## src/rtl/filter_bist_pkg.sv

```systemverilog
// filter_bist_pkg
//   Shared types and constants for the filter self-test driver:
//   FSM state encoding, LFSR / MISR polynomials, shift-register mode
//   encoding and single-step helper functions for both register modes.
package filter_bist_pkg;

    typedef enum logic [1:0] {
        IDLE = 2'd0,
        ZERO = 2'd1,
        RUN  = 2'd2,
        DONE = 2'd3
    } state_t;

    typedef enum logic {
        MODE_LFSR = 1'b0,
        MODE_MISR = 1'b1
    } sr_mode_t;

    localparam logic [15:0] LFSR_POLY = 16'hB400;
    localparam logic [15:0] MISR_POLY = 16'h1021;

    // Galois right-shift LFSR step.
    function automatic logic [15:0] lfsr_step(input logic [15:0] s);
        return s[0] ? ((s >> 1) ^ LFSR_POLY) : (s >> 1);
    endfunction

    // Left-shift MISR step folding in a 4-bit response word.
    function automatic logic [15:0] misr_step(input logic [15:0] s,
                                              input logic [3:0]  d);
        return {s[14:0], 1'b0} ^ (s[15] ? MISR_POLY : 16'h0000) ^ {12'h000, d};
    endfunction

endpackage

```

## src/rtl/bist_lfsr16.sv

```systemverilog
// bist_lfsr16
//   16-bit shift register used either as a free-running pattern LFSR
//   (mode=MODE_LFSR) or as a 4-input MISR (mode=MODE_MISR).
// Ports:
//   clk   - clock, rising edge
//   rst   - synchronous active-high reset, loads seed
//   mode  - register function select
//   clr   - synchronous reload with seed (start of a new run)
//   en    - advance one step
//   seed  - reset / reload value
//   din   - parallel response input (MISR mode only)
//   q     - low OUT_W bits of the register
module bist_lfsr16
    import filter_bist_pkg::*;
#(
    parameter int OUT_W = 16
) (
    input  logic             clk,
    input  logic             rst,
    input  sr_mode_t         mode,
    input  logic             clr,
    input  logic             en,
    input  logic [15:0]      seed,
    input  logic [3:0]       din,
    output logic [OUT_W-1:0] q
);

    logic [15:0] sr_q;

    always_ff @(posedge clk) begin
        if (rst || clr) begin
            sr_q <= seed;
        end else if (en) begin
            sr_q <= (mode == MODE_MISR) ? misr_step(sr_q, din) : lfsr_step(sr_q);
        end
    end

    assign q = sr_q[OUT_W-1:0];

endmodule

```

## src/rtl/filter_bist.sv

```systemverilog
// filter_bist
//   Self-test driver for the 4-in/4-out combinational filter. Drives an
//   all-zero settle phase of 2*HOLD cycles, then NPAT pseudo-random
//   patterns each held HOLD cycles, compacting the filter response into a
//   16-bit MISR on the last cycle of every hold window.
// Ports:
//   clk, rst         - clock, synchronous active-high reset
//   start            - run request, honoured in IDLE or DONE
//   a,b,c,d          - stimulus to filter (a = MSB)
//   w,x,y,z          - filter response (w = MSB)
//   busy             - run in progress
//   done             - run complete, signature valid
//   signature        - MISR contents
//   pat_cnt          - patterns sampled this run (saturates at 255)
module filter_bist
    import filter_bist_pkg::*;
#(
    parameter int          HOLD = 50,
    parameter int          NPAT = 100,
    parameter logic [15:0] SEED = 16'hACE1
) (
    input  logic        clk,
    input  logic        rst,
    input  logic        start,
    output logic        a,
    output logic        b,
    output logic        c,
    output logic        d,
    input  logic        w,
    input  logic        x,
    input  logic        y,
    input  logic        z,
    output logic        busy,
    output logic        done,
    output logic [15:0] signature,
    output logic [7:0]  pat_cnt
);

    // hold_cnt walks the cycles of one hold window; win_cnt counts windows
    // within the current phase (2 in ZERO, NPAT in RUN).
    localparam int HW = (HOLD > 1) ? $clog2(HOLD) : 1;
    localparam int WW = $clog2(NPAT + 2);
    localparam logic [HW-1:0] HOLD_LAST = HW'(HOLD - 1);
    localparam logic [WW-1:0] NPAT_LAST = WW'(NPAT - 1);
    localparam logic [WW-1:0] ZERO_LAST = WW'(1);

    state_t          state_q, state_d;
    logic [HW-1:0]   hold_cnt;
    logic [WW-1:0]   win_cnt;
    logic [3:0]      lfsr_tap;
    logic [3:0]      stim;
    logic            accept, hold_last, zero_end, run_sample, run_end;

    assign accept     = start && ((state_q == IDLE) || (state_q == DONE));
    assign hold_last  = (hold_cnt == HOLD_LAST);
    assign zero_end   = (state_q == ZERO) && hold_last && (win_cnt == ZERO_LAST);
    assign run_sample = (state_q == RUN) && hold_last;
    assign run_end    = run_sample && (win_cnt == NPAT_LAST);

    // State register
    always_ff @(posedge clk) begin
        if (rst) state_q <= IDLE;
        else     state_q <= state_d;
    end

    // Next-state logic
    always_comb begin
        state_d = state_q;
        case (state_q)
            IDLE, DONE: if (start)    state_d = ZERO;
            ZERO:       if (zero_end) state_d = RUN;
            RUN:        if (run_end)  state_d = DONE;
            default:                  state_d = IDLE;
        endcase
    end

    // Output logic
    always_comb begin
        busy = 1'b0;
        done = 1'b0;
        stim = 4'b0000;
        case (state_q)
            ZERO: busy = 1'b1;
            RUN: begin
                busy = 1'b1;
                stim = lfsr_tap;
            end
            DONE:    done = 1'b1;
            default: ;
        endcase
    end

    assign {a, b, c, d} = stim;

    // Hold / window counters and the saturating pattern counter
    always_ff @(posedge clk) begin
        if (rst || accept) begin
            hold_cnt <= '0;
            win_cnt  <= '0;
            pat_cnt  <= 8'd0;
        end else begin
            if ((state_q == ZERO) || (state_q == RUN)) begin
                if (hold_last) begin
                    hold_cnt <= '0;
                    // RUN window numbering restarts at the end of ZERO
                    win_cnt  <= zero_end ? '0 : win_cnt + 1'b1;
                end else begin
                    hold_cnt <= hold_cnt + 1'b1;
                end
            end
            if (run_sample && (pat_cnt != 8'hFF)) pat_cnt <= pat_cnt + 8'd1;
        end
    end

    bist_lfsr16 #(.OUT_W(4)) u_lfsr (
        .clk  (clk),
        .rst  (rst),
        .mode (MODE_LFSR),
        .clr  (accept),
        .en   (run_sample),
        .seed (SEED),
        .din  (4'b0000),
        .q    (lfsr_tap)
    );

    bist_lfsr16 #(.OUT_W(16)) u_misr (
        .clk  (clk),
        .rst  (rst),
        .mode (MODE_MISR),
        .clr  (accept),
        .en   (run_sample),
        .seed (16'h0000),
        .din  ({w, x, y, z}),
        .q    (signature)
    );

endmodule

```

## config.mk

```make
export PLATFORM = sky130hd
export DESIGN_NAME = filter_bist
export DESIGN_NICKNAME = d
export VERILOG_FILES = /design/src/rtl/filter_bist_pkg.sv /design/src/rtl/bist_lfsr16.sv /design/src/rtl/filter_bist.sv
export SDC_FILE = /design/constraint.sdc
export NUM_CORES = 1
export LEC_CHECK = 0
export BUFFER_PORTS_ARGS = -buffer_cell sky130_fd_sc_hd__buf_2
export CORE_MARGIN = 1
export CORE_UTILIZATION = 45
export CTS_CLUSTER_DIAMETER = 200
export DETAILED_ROUTE_END_ITERATION = 10
export HOLD_SLACK_MARGIN = 0.1
export PLACE_DENSITY = 0.66
export SYNTH_ARGS = -nofsm -noshare
export SYNTH_HDL_FRONTEND = slang
export SYNTH_SLANG_ARGS = --single-unit
```

## constraint.sdc

```tcl
create_clock -name clk -period 1.89 [get_ports clk]
set_input_delay 0.189 -clock clk [delete_from_list [all_inputs] [get_ports clk]]
set_output_delay 0.189 -clock clk [all_outputs]
set_load 0.1 [all_outputs]
```

After elaboration in Yosys (flattened, before gate mapping)
Index checks and enable logic that the tools add are counted.
{"block": "classes", "addsub": 3, "multipliers": 0, "n_div": 0, "magnitude_cmp": 0, "eq_ne": 10, "shift": 0, "muxes": 11, "n_bitwise": 3, "reduce_logical": 14}
{"op": "$mux W16", "n": 1}
{"op": "$xor A16 B16 Y16", "n": 1}
{"op": "$xor A16 B4 Y16", "n": 1}
{"op": "$mux W13", "n": 1}
{"op": "$add A8 B1 Y8 const B", "n": 1}
{"op": "$ne A8 B8 Y1 const B", "n": 1}
{"op": "$add A7 B1 Y7 const B", "n": 1}
{"op": "$eq A7 B1 Y1 const B", "n": 1}
{"op": "$eq A7 B7 Y1 const B", "n": 1}
{"op": "$mux W7", "n": 1}
{"op": "$add A6 B1 Y6 const B", "n": 1}
{"op": "$eq A6 B6 Y1 const B", "n": 1}
{"op": "$logic_and A1 B1 Y1", "n": 6}
{"op": "$mux W2", "n": 3}
{"op": "$mux W6", "n": 1}
{"op": "$ne A2 B2 Y1 const B", "n": 3}
{"op": "$pmux W2 S3", "n": 1}
{"op": "$eq A2 B2 Y1 const B", "n": 2}
{"op": "$mux W4", "n": 1}
{"op": "$not A3 Y4", "n": 1}
{"op": "$reduce_or A2 Y1", "n": 2}
{"op": "$logic_or A1 B1 Y1", "n": 3}
{"op": "$reduce_and A3 Y1", "n": 1}
{"op": "$eq A2 B1 Y1 const B", "n": 1}
{"op": "3 further kinds", "n": 4}
{"block": "word_totals", "regBits": 55, "latchBits": 0, "ram_bits": 0, "rom_bits": 0, "inputBits": 7, "output_inout_bits": 30, "word_cells": 47, "n_memories": 0}

Logic depth before layout (Yosys ltp)
Gate-level depths: netlist of the first run.
{"block": "depth", "word_depth": 5, "ltp_mapped": 8, "mapped_depth_nobuf": 6}

Hierarchy
A second synthesis of the first run with hierarchy kept.
{"block": "unflattened", "hier_cells": 315, "area_unflattened_um2": 3289.4}
{"mod": "filter_bist", "n_inst": 1, "cells_per_inst": 145, "area_per_inst_um2": 1219.9, "seq_area_each_um2": 460.4}
{"mod": "bist_lfsr16 at u_lfsr", "n_inst": 1, "cells_per_inst": 87, "area_per_inst_um2": 1049.8, "seq_area_each_um2": 480.5}
{"mod": "bist_lfsr16 at u_misr", "n_inst": 1, "cells_per_inst": 83, "area_per_inst_um2": 1019.7, "seq_area_each_um2": 480.5}

Worst setup path after synthesis of the first run
Ideal clock, no wire load.
{"block": "synth_path", "path_kind": "register -> register", "from": "register state_q[0]", "to": "register win_cnt[1]", "setup_ns": 0.138, "arrival_ns": 2.230, "required_ns": 1.752, "path_slack_ns": -0.478, "path_stages_with_launch": 9, "period_less_slack_ns": 2.368, "path_cell_list": "dfxtp_1 -> inv_1 -> ha_1 -> buf_2 -> inv_1 -> nand3_1 -> buf_2 -> o21ai_1 -> a211oi_1"}
{"block": "synth_between", "elab_chain_cells": 4}
{"element": "start: declaration", "line_no": "filter_bist.sv:47", "text": "state_t state_q, state_d;"}
{"element": "start signal: assignment", "line_no": "filter_bist.sv:63", "text": "else state_q <= state_d;"}
{"element": "$eq A2 B1 Y1 (tied with other cells)", "line_no": "filter_bist.sv:56, filter_bist.sv:102"}
{"element": "$logic_and A1 B1 Y1 or $logic_or A1 B1 Y1 (tied branches)", "line_no": "filter_bist.sv:56, filter_bist.sv:54"}
{"element": "$logic_and A1 B1 Y1 (on tied branches)", "line_no": "filter_bist.sv:56, filter_bist.sv:54"}
{"element": "$mux W7 or $logic_or A1 B1 Y1 (tied branches)", "line_no": "filter_bist.sv:106, filter_bist.sv:97"}
{"element": "end signal: assignment", "line_no": "filter_bist.sv:106", "text": "win_cnt <= zero_end ? '0 : win_cnt + 1'b1;"}
{"element": "end: declaration", "line_no": "filter_bist.sv:49", "text": "logic [WW-1:0] win_cnt;"}
Several ways; a longest one is shown, not always the timed one.
A chain may end at the register's enable or synchronous reset.

Worst setup path in the final report of the first run
{"block": "layout_path", "from": "register state_q[1]", "to": "register state_q[1]"}
{"block": "layout_between", "elab_chain_cells": 5}
{"element": "$eq A2 B2 Y1 or $eq A2 B1 Y1 (tied branches)", "line_no": "filter_bist.sv:57, filter_bist.sv:69, filter_bist.sv:56"}
{"element": "$logic_and A1 B1 Y1 (on tied branches)", "line_no": "filter_bist.sv:57, filter_bist.sv:56"}
{"element": "$logic_and A1 B1 Y1 (on tied branches)", "line_no": "filter_bist.sv:58, filter_bist.sv:56"}
{"element": "$ne A2 B2 Y1 (no line)"}
{"element": "$reduce_and A3 Y1 (no line)"}
Several ways; a longest one is shown, not always the timed one.

==> results of run 1 <==
-- synthesized netlist by cell type (all sizes together) (7+ instances only) --
| cell | instances | share of area (%) |
|---|---|---|
| nand3 | 12 | 3.0 |
| a211oi | 9 | 2.8 |
| inv | 9 | 1.4 |
| a21oi | 29 | 6.0 |
| nand2 | 59 | 9.1 |
| xnor2 | 11 | 4.0 |
| dfxtp | 55 | 45 |
| o21ai | 7 | 1.4 |
| nor2 | 24 | 3.7 |
| buf | 10 | 2.2 |
| ha | 8 | 4.1 |
-- routing by layer --
layer  vias to the layer above  wire length, µm
met3                         7              154
li1                       1076                -
met4                         0               76
met5                         -                0
met2                        35             2260
met1                       936             2310
-- power groups by stage --
stage                     Clock (mW)  Sequential (mW)  Combinational, mW
after detailed placement           0             1.24              0.616
final                          0.651             1.22              0.640
after global placement             0             1.24              0.612
after CTS                      0.674             1.22              0.633
after floorplan                    0             1.24              0.515
after global routing           0.715             1.22              0.696
-- cell families (layout without fill, tap and decap cells) --
group | count (synthesis) | in the layout | share of synthesized area, %
flip-flops | 55 | 55 | 45.4
XOR/XNOR | 15 | 15 | 5.41
AND/OR/NAND/NOR | 125 | 125 | 24.6
multiplexers | 1 | 1 | 0.464
adder cells (fa/ha/maj) | 8 | 8 | 4.12
AO/OA/AOI/OAI | 61 | 61 | 15.5
buffers and inverters | 25 | 62 | 4.54
-- final timing paths --
check                      start              to  slack, ns  cells past startpoint
setup / recovery      state_q[1]      state_q[1]       0.10                      6
hold / removal                 y     u_misr.q[1]       0.17                      3
setup reg to reg      state_q[1]      state_q[1]       0.10                      6
hold reg to reg   u_lfsr.sr_q[5]  u_lfsr.sr_q[4]       0.46                      2
-- timing repair --
| item | 4_1_cts | 5_1_grt |
|---|---|---|
| hold buffers | 1 | 0 |
| gates resized for setup | 1 | 2 |
| endpoints found under the setup margin | 1 | 5 |
| hold endpoints to repair | 1 | 0 |
-- layout make-up --
class	count	area, µm²	share of cell area (%)
inverters	9	37.5	1.33
well taps	70	87.6	3.10
repair buffers	45	265	9.40
multi-input cells	210	1230	43.7
flip-flops and latches	55	1110	39.3
clock inverters	3	18.8	0.665
clock buffers	5	68.8	2.44
-- worst register-to-register path: cells and delay by family, from the launching register on --
kind,cells,cell delay (ns)
DFF,1,0.34
buffers and inverters,1,0.08
and+or+nand+nor,2,0.44
muxes,1,0.35
adders and majority gates,1,0.19
AOI/OAI and AO/OA,1,0.28
-- cell usage in the layout, fill, tap and decap left out, types with 2 or more instances in the layout --
cell type	Yosys	routed
nand2_1	59	59
dfxtp_1	55	48
buf_2	7	35
a21oi_1	29	29
nor2_1	24	24
xnor2_1	11	11
nand3_1	11	10
a211oi_1	9	9
inv_1	9	8
buf_4	2	8
ha_1	8	7
dfxtp_2	0	7
o21ai_0	6	6
or3_1	6	6
clkbuf_8	0	5
and2_1	4	4
and3_1	4	4
and4_1	4	4
a31oi_1	4	4
a41o_1	4	4
xor2_1	4	4
or4_1	3	3
nand4_1	3	3
o211ai_1	2	2
nor2b_1	2	2
o41ai_1	2	2
o31ai_1	2	2
clkinv_2	0	2
-- per-stage QoR --
stage	utilization, %	hold WS (ns)	area, µm²
5_1_grt	54.9	0.179	2820
2_1_floorplan	-	0.251	2460
4_1_cts	54.7	0.159	2810
3_5_place_dp	52.8	0.414	2710
3_3_place_gp	52.8	0.410	2710
6_report	54.9	0.170	2820
-- sequential cells by signal, indices dropped and copies added, names as in the netlist --
signal / flops
u_misr.q: 16
u_lfsr.sr_q: 16
hold_cnt: 6
state_q: 2
win_cnt: 7
pat_cnt: 8
==> impl_metrics.sql, run 1 <==
INSERT INTO impl_metrics (metric_group, metric, value, unit) VALUES
('routing', 'drc_errors', '0', ''),
('floorplanning', 'die_height', '75.4', 'µm'),
('power_and_ir_drop', 'combinationalPowerShare', '25.5', '%'),
('timing', 'post-route-min-period', '1.79', 'ns'),
('routing', 'dr.first_iter.drc_count', '138', ''),
('min_path', 'worst_hold_path_type', 'in -> reg', ''),
('synthesis', 'number_of_enable_type_register_cells_in_the_synthesized_netlist', '0', ''),
('synthesis', 'syn_inst', '290', ''),
('clocking', 'cts_root_buffer', 'clkbuf_8', ''),
('worst_setup_path', 'worst_setup_path_end_kind', 'flop', ''),
('power_and_ir_drop', 'ir_worst_vdd', '0.000522', 'V'),
('clocking', 'clock_network_latency_to_the_later_pin_of_the_worst_skew_pair', '0.31', 'ns'),
('synthesis', 'postSynthNetCount', '305', ''),
('clocking', 'post-cts-setup-buffer-count', '0', ''),
('floorplanning', 'ioPinCount', '37', ''),
('worst_setup_path', 'cp_top_family', 'simple AND/OR/NAND/NOR gates', ''),
('grt', 'grt_first_pass_wirelength', '7710', 'µm'),
('routing', 'avgViaCountPerCell', '5.17', ''),
('timing', 'finalSetupViolations', '0', ''),
('placement', 'dpl.cell_count', '388', ''),
('worst_setup_path', 'critical_path_required', '2.10', 'ns'),
('grt', 'grt_use_met3', '3.70', '%'),
('final_layout', 'diodes', '0', ''),
('grt', 'grt_pass1_vias', '1707', ''),
('placement', 'portBuffers', '36', ''),
('floorplanning', 'fp.dieW', '75.4', 'µm'),
('routing', 'wire_per_inst', '12.1', 'µm'),
('timing', 'final.period_utilization', '94.5', '%'),
('synthesis', 'syn_area', '2430', 'µm²'),
('timing', 'fin_setup_tns', '0', 'ns'),
('timing', 'final-hold-violation-count', '0', ''),
('routing', 'drt_pass1_iterations', '4', ''),
('floorplanning', 'core.rowCount', '26', ''),
('power_and_ir_drop', 'p_per_area', '889', 'nW/µm²'),
('worst_setup_path', 'worst-endpoint-arrival', '1.99', 'ns'),
('timing', 'max-slew-margin-rel', '67.5', '%'),
('clocking', 'cts-buffers-inserted', '5', ''),
('synthesis', 'async_flop_share', '0', '%'),
('grt', 'groute.usage.overall', '17.6', '%'),
('worst_setup_path', 'path_buf_inv', '1', ''),
('floorplanning', 'initial_core_util', '47.2', '%'),
('placement', 'detailedPlace.worstSlack', '0.0822', 'ns'),
('clocking', 'cts_tree', 'built', ''),
('clocking', 'htree_levels', '2', ''),
('routing', 'route.antenna.remaining_nets', '0', ''),
('worst_setup_path', 'timing.critical_path.slowest_stage_cell', 'mux2_2', ''),
('final_layout', 'ratio_of_cells_with_drive_above_1_in_the_final_layout', '20.5', '%'),
('power_and_ir_drop', 'design_power_total', '2.51', 'mW'),
('power_and_ir_drop', 'power.net_switching', '0.868', 'mW'),
('timing', 'timing.fmax', '560', 'MHz'),
('placement', 'detailed_place_hpwl', '3220', 'µm'),
('status', 'run_status', 'completed', ''),
('timing', 'actual_transition_at_the_worst_max_transition_pin', '0.491', 'ns'),
('power_and_ir_drop', 'p_seq_share', '48.5', '%'),
('floorplanning', 'floorplan.core_area', '5140', 'µm²'),
('grt', 'overflow', '0', ''),
('worst_setup_path', 'cp_slowest_stage_delay', '0.35', 'ns'),
('worst_setup_path', 'worstSetupStartpointType', 'flop', ''),
('timing', 'fin_worst_skew', '0.00640', 'ns'),
('synthesis', 'synthesis.area_per_instance', '8.37', 'µm²'),
('worst_setup_path', 'timing.critical_path.cells', 'inv_1, ha_1, nor4bb_2, nand4_1, a211oi_1, mux2_2', ''),
('routing', 'detailroute.via_count', '2054', ''),
('timing', 'rsz0062_at_grt', 'no', ''),
('clocking', 'path_clk_slew', '0.10', 'ns'),
('synthesis', 'ys_seq_elements', '55', ''),
('power_and_ir_drop', 'internal_power', '1.64', 'mW'),
('synthesis', 'synth_flop_cell', 'dfxtp_1', ''),
('placement', 'place.gp.congestion', '0.795', ''),
('synthesis', 'synthesis.yosys.warnings', '0', ''),
('worst_setup_path', 'critPathMaxFanout', '3', ''),
('floorplanning', 'floorplan.die_area', '5690', 'µm²');
(Power assumes the default switching activity.)
==> run 2: changes to the inputs <==
- clock period: 1.89 -> 2.14 ns (I/O delays scaled with it)
==> impl_metrics.sql, run 2 (same netlist as run 1, synthesis figures left out) <==
INSERT INTO impl_metrics (metric_group, metric, value, unit) VALUES
('floorplanning', 'ioPinCount', '37', ''),
('routing', 'wire_per_inst', '12.3', 'µm'),
('power_and_ir_drop', 'p_seq_share', '48.2', '%'),
('timing', 'maxSlewViolCount', '0', ''),
('clocking', 'clock_network_latency_to_the_later_pin_of_the_worst_skew_pair', '0.31', 'ns'),
('routing', 'avgViaCountPerCell', '5.15', ''),
('clocking', 'cts-buffers-inserted', '5', ''),
('worst_setup_path', 'worst_setup_path_end_kind', 'output pin', ''),
('routing', 'drt_wl_total', '4810', 'µm'),
('timing', 'post-route-min-period', '1.98', 'ns'),
('placement', 'detailed_place.area', '2680', 'µm²'),
('clocking', 'post-cts-setup-buffer-count', '0', ''),
('clocking', 'cts_tree', 'built', ''),
('clocking', 'number_of_buffers_between_clock_root_and_the_deepest_sink', '2', ''),
('timing', 'rsz0062_at_grt', 'no', ''),
('floorplanning', 'initial_core_util', '47.2', '%'),
('worst_setup_path', 'worstSetupStartpointType', 'flop', ''),
('final_layout', 'final_core_utilization', '54.2', '%'),
('grt', 'largest_net_degree_at_the_start_of_global_routing', '47', ''),
('status', 'run_status', 'completed', ''),
('grt', 'overflow', '0', ''),
('placement', 'place.gp.congestion', '0.772', ''),
('floorplanning', 'core.rowCount', '26', ''),
('power_and_ir_drop', 'clock_network_power_share', '27.4', '%'),
('timing', 'postLayoutSetupSlackWorst', '0.162', 'ns'),
('timing', 'fin_worst_skew', '0.00568', 'ns'),
('timing', 'actual_transition_at_the_worst_max_transition_pin', '0.498', 'ns'),
('worst_setup_path', 'cp_slowest_stage_delay', '0.43', 'ns'),
('floorplanning', 'floorplan.die_area', '5690', 'µm²'),
('power_and_ir_drop', 'ir_worst_vdd', '0.000483', 'V'),
('final_layout', 'area_delta_synth_final', '14.8', '%'),
('timing', 'max-slew-margin-rel', '67.1', '%'),
('worst_setup_path', 'worst-endpoint-arrival', '1.76', 'ns'),
('clocking', 'postCtsHoldBufs', '0', ''),
('timing', 'fin_setup_tns', '0', 'ns'),
('grt', 'groute.usage.overall', '17.4', '%'),
('floorplanning', 'fp.dieW', '75.4', 'µm'),
('worst_setup_path', 'critPathMaxFanout', '9', ''),
('clocking', 'cts_root_buffer', 'clkbuf_8', ''),
('placement', 'portBuffers', '36', ''),
('worst_setup_path', 'setup.worst_path.class', 'reg -> out', ''),
('timing', 'final.period_utilization', '92.4', '%'),
('routing', 'route.antenna.remaining_nets', '0', ''),
('power_and_ir_drop', 'internal_power', '1.44', 'mW'),
('grt', 'grt_pass1_vias', '1630', ''),
('placement', 'detailed_place_hpwl', '3240', 'µm'),
('routing', 'drc_errors', '0', ''),
('power_and_ir_drop', 'power.net_switching', '0.787', 'mW'),
('placement', 'dpl.cell_count', '384', ''),
('timing', 'timing.fmax', '506', 'MHz'),
('routing', 'detailroute.via_count', '2018', ''),
('power_and_ir_drop', 'switching_share', '35.4', '%'),
('final_layout', 'diodes', '0', ''),
('final_layout', 'most_common_cell_after_layout_fill_and_taps_aside', 'nand2_1', ''),
('power_and_ir_drop', 'p_per_area', '798', 'nW/µm²'),
('clocking', 'cts_num_sinks', '55', ''),
('routing', 'drt_pass1_iterations', '4', ''),
('grt', 'grt_first_pass_wirelength', '7530', 'µm'),
('timing', 'timing.hold.ws', '0.117', 'ns'),
('power_and_ir_drop', 'combinationalPowerShare', '24.4', '%'),
('floorplanning', 'die_height', '75.4', 'µm'),
('worst_setup_path', 'timing.critical_path.cells', 'inv_1, ha_1, clkinvlp_4, buf_2', ''),
('placement', 'detailedPlace.worstSlack', '0.123', 'ns'),
('power_and_ir_drop', 'design_power_total', '2.22', 'mW'),
('final_layout', 'most-common-layout-cells', 'nand2_1 (59), dfxtp_1 (51), buf_2 (36)', ''),
('timing', 'final-hold-violation-count', '0', ''),
('final_layout', 'final_cells', '392', ''),
('grt', 'grt_antenna_before_repair', '0', ''),
('floorplanning', 'floorplan.core_area', '5140', 'µm²'),
('routing', 'dr.first_iter.drc_count', '106', ''),
('power_and_ir_drop', 'power.leakage', '1.11', 'nW'),
('worst_setup_path', 'critical_path_required', '1.93', 'ns'),
('worst_setup_path', 'timing.critical_path.slowest_stage_cell', 'buf_2', ''),
('final_layout', 'ratio_of_cells_with_drive_above_1_in_the_final_layout', '18.0', '%'),
('flow_run', 'maxCapViolations', '0', ''),
('final_layout', 'finish.instance_area', '2790', 'µm²'),
('min_path', 'worst_hold_path_type', 'in -> reg', ''),
('clocking', 'htree_levels', '2', ''),
('timing', 'finalSetupViolations', '0', ''),
('clocking', 'path_clk_slew', '0.10', 'ns'),
('final_layout', 'final_net_count', '336', '');
-- run 2: cell types whose count changed in the layout (fill, tap and decap cells not counted), sizes merged --
cell	previous run	this run
clkinvlp	1	2
dlygate4sd3	1	0
inv	9	10
buf	44	40
clkinv	2	0
-- run 2: per-layer routing --
| metal | track usage, % | wire [µm] | vias to the layer above | share of wire [%] |
|---|---|---|---|---|
| met2 | 27.5 | 2180 | 18 | 45 |
| met1 | 24.2 | 2470 | 932 | 51 |
| li1 | - | - | 1064 | - |
| met4 | 4.32 | 44 | 0 | 0.91 |
| met5 | 0 | 0 | - | 0 |
| met3 | 3.70 | 120 | 4 | 2.5 |
-- run 2: power by group through the flow --
stage | Clock [mW] | Sequential [mW] | Combinational [mW]
3_5_place_dp | 0 | 1.10 | 0.535
5_1_grt | 0.675 | 1.08 | 0.587
2_1_floorplan | 0 | 1.09 | 0.428
4_1_cts | 0.635 | 1.07 | 0.540
6_report | 0.609 | 1.07 | 0.543
3_3_place_gp | 0 | 1.09 | 0.532
-- run 2: layout make-up --
type	instances	area [µm²]
multi-input combinational	210	1220
fill	515	2350
clock buffer	5	68.8
sequential	55	1110
inverter	9	37.5
tap	70	87.6
clock inverter	3	27.5
timing repair buffer	40	235
-- run 2: repair_timing --
action,4_1_cts,5_1_grt
resized for setup,0,2
endpoints found under the hold margin,0,0
setup endpoints to repair,0,7
-- run 2: critical path, delay by kind of cell, from the launching register on --
kind	cells	cell delay, ns
buffers and inverters	3	0.64
adders and majority gates	1	0.42
DFF	1	0.39
-- run 2: final timing paths --
| kind | depth (start not counted) | slack [ns] | start | end |
|---|---|---|---|---|
| worst max register to register | 5 | 0.25 | win_cnt[0] | state_q[1] |
| worst min register to register | 2 | 0.46 | u_lfsr.sr_q[5] | u_lfsr.sr_q[4] |
| worst max-delay path | 4 | 0.16 | state_q[0] | busy |
| worst min-delay path | 2 | 0.12 | rst | state_q[0] |
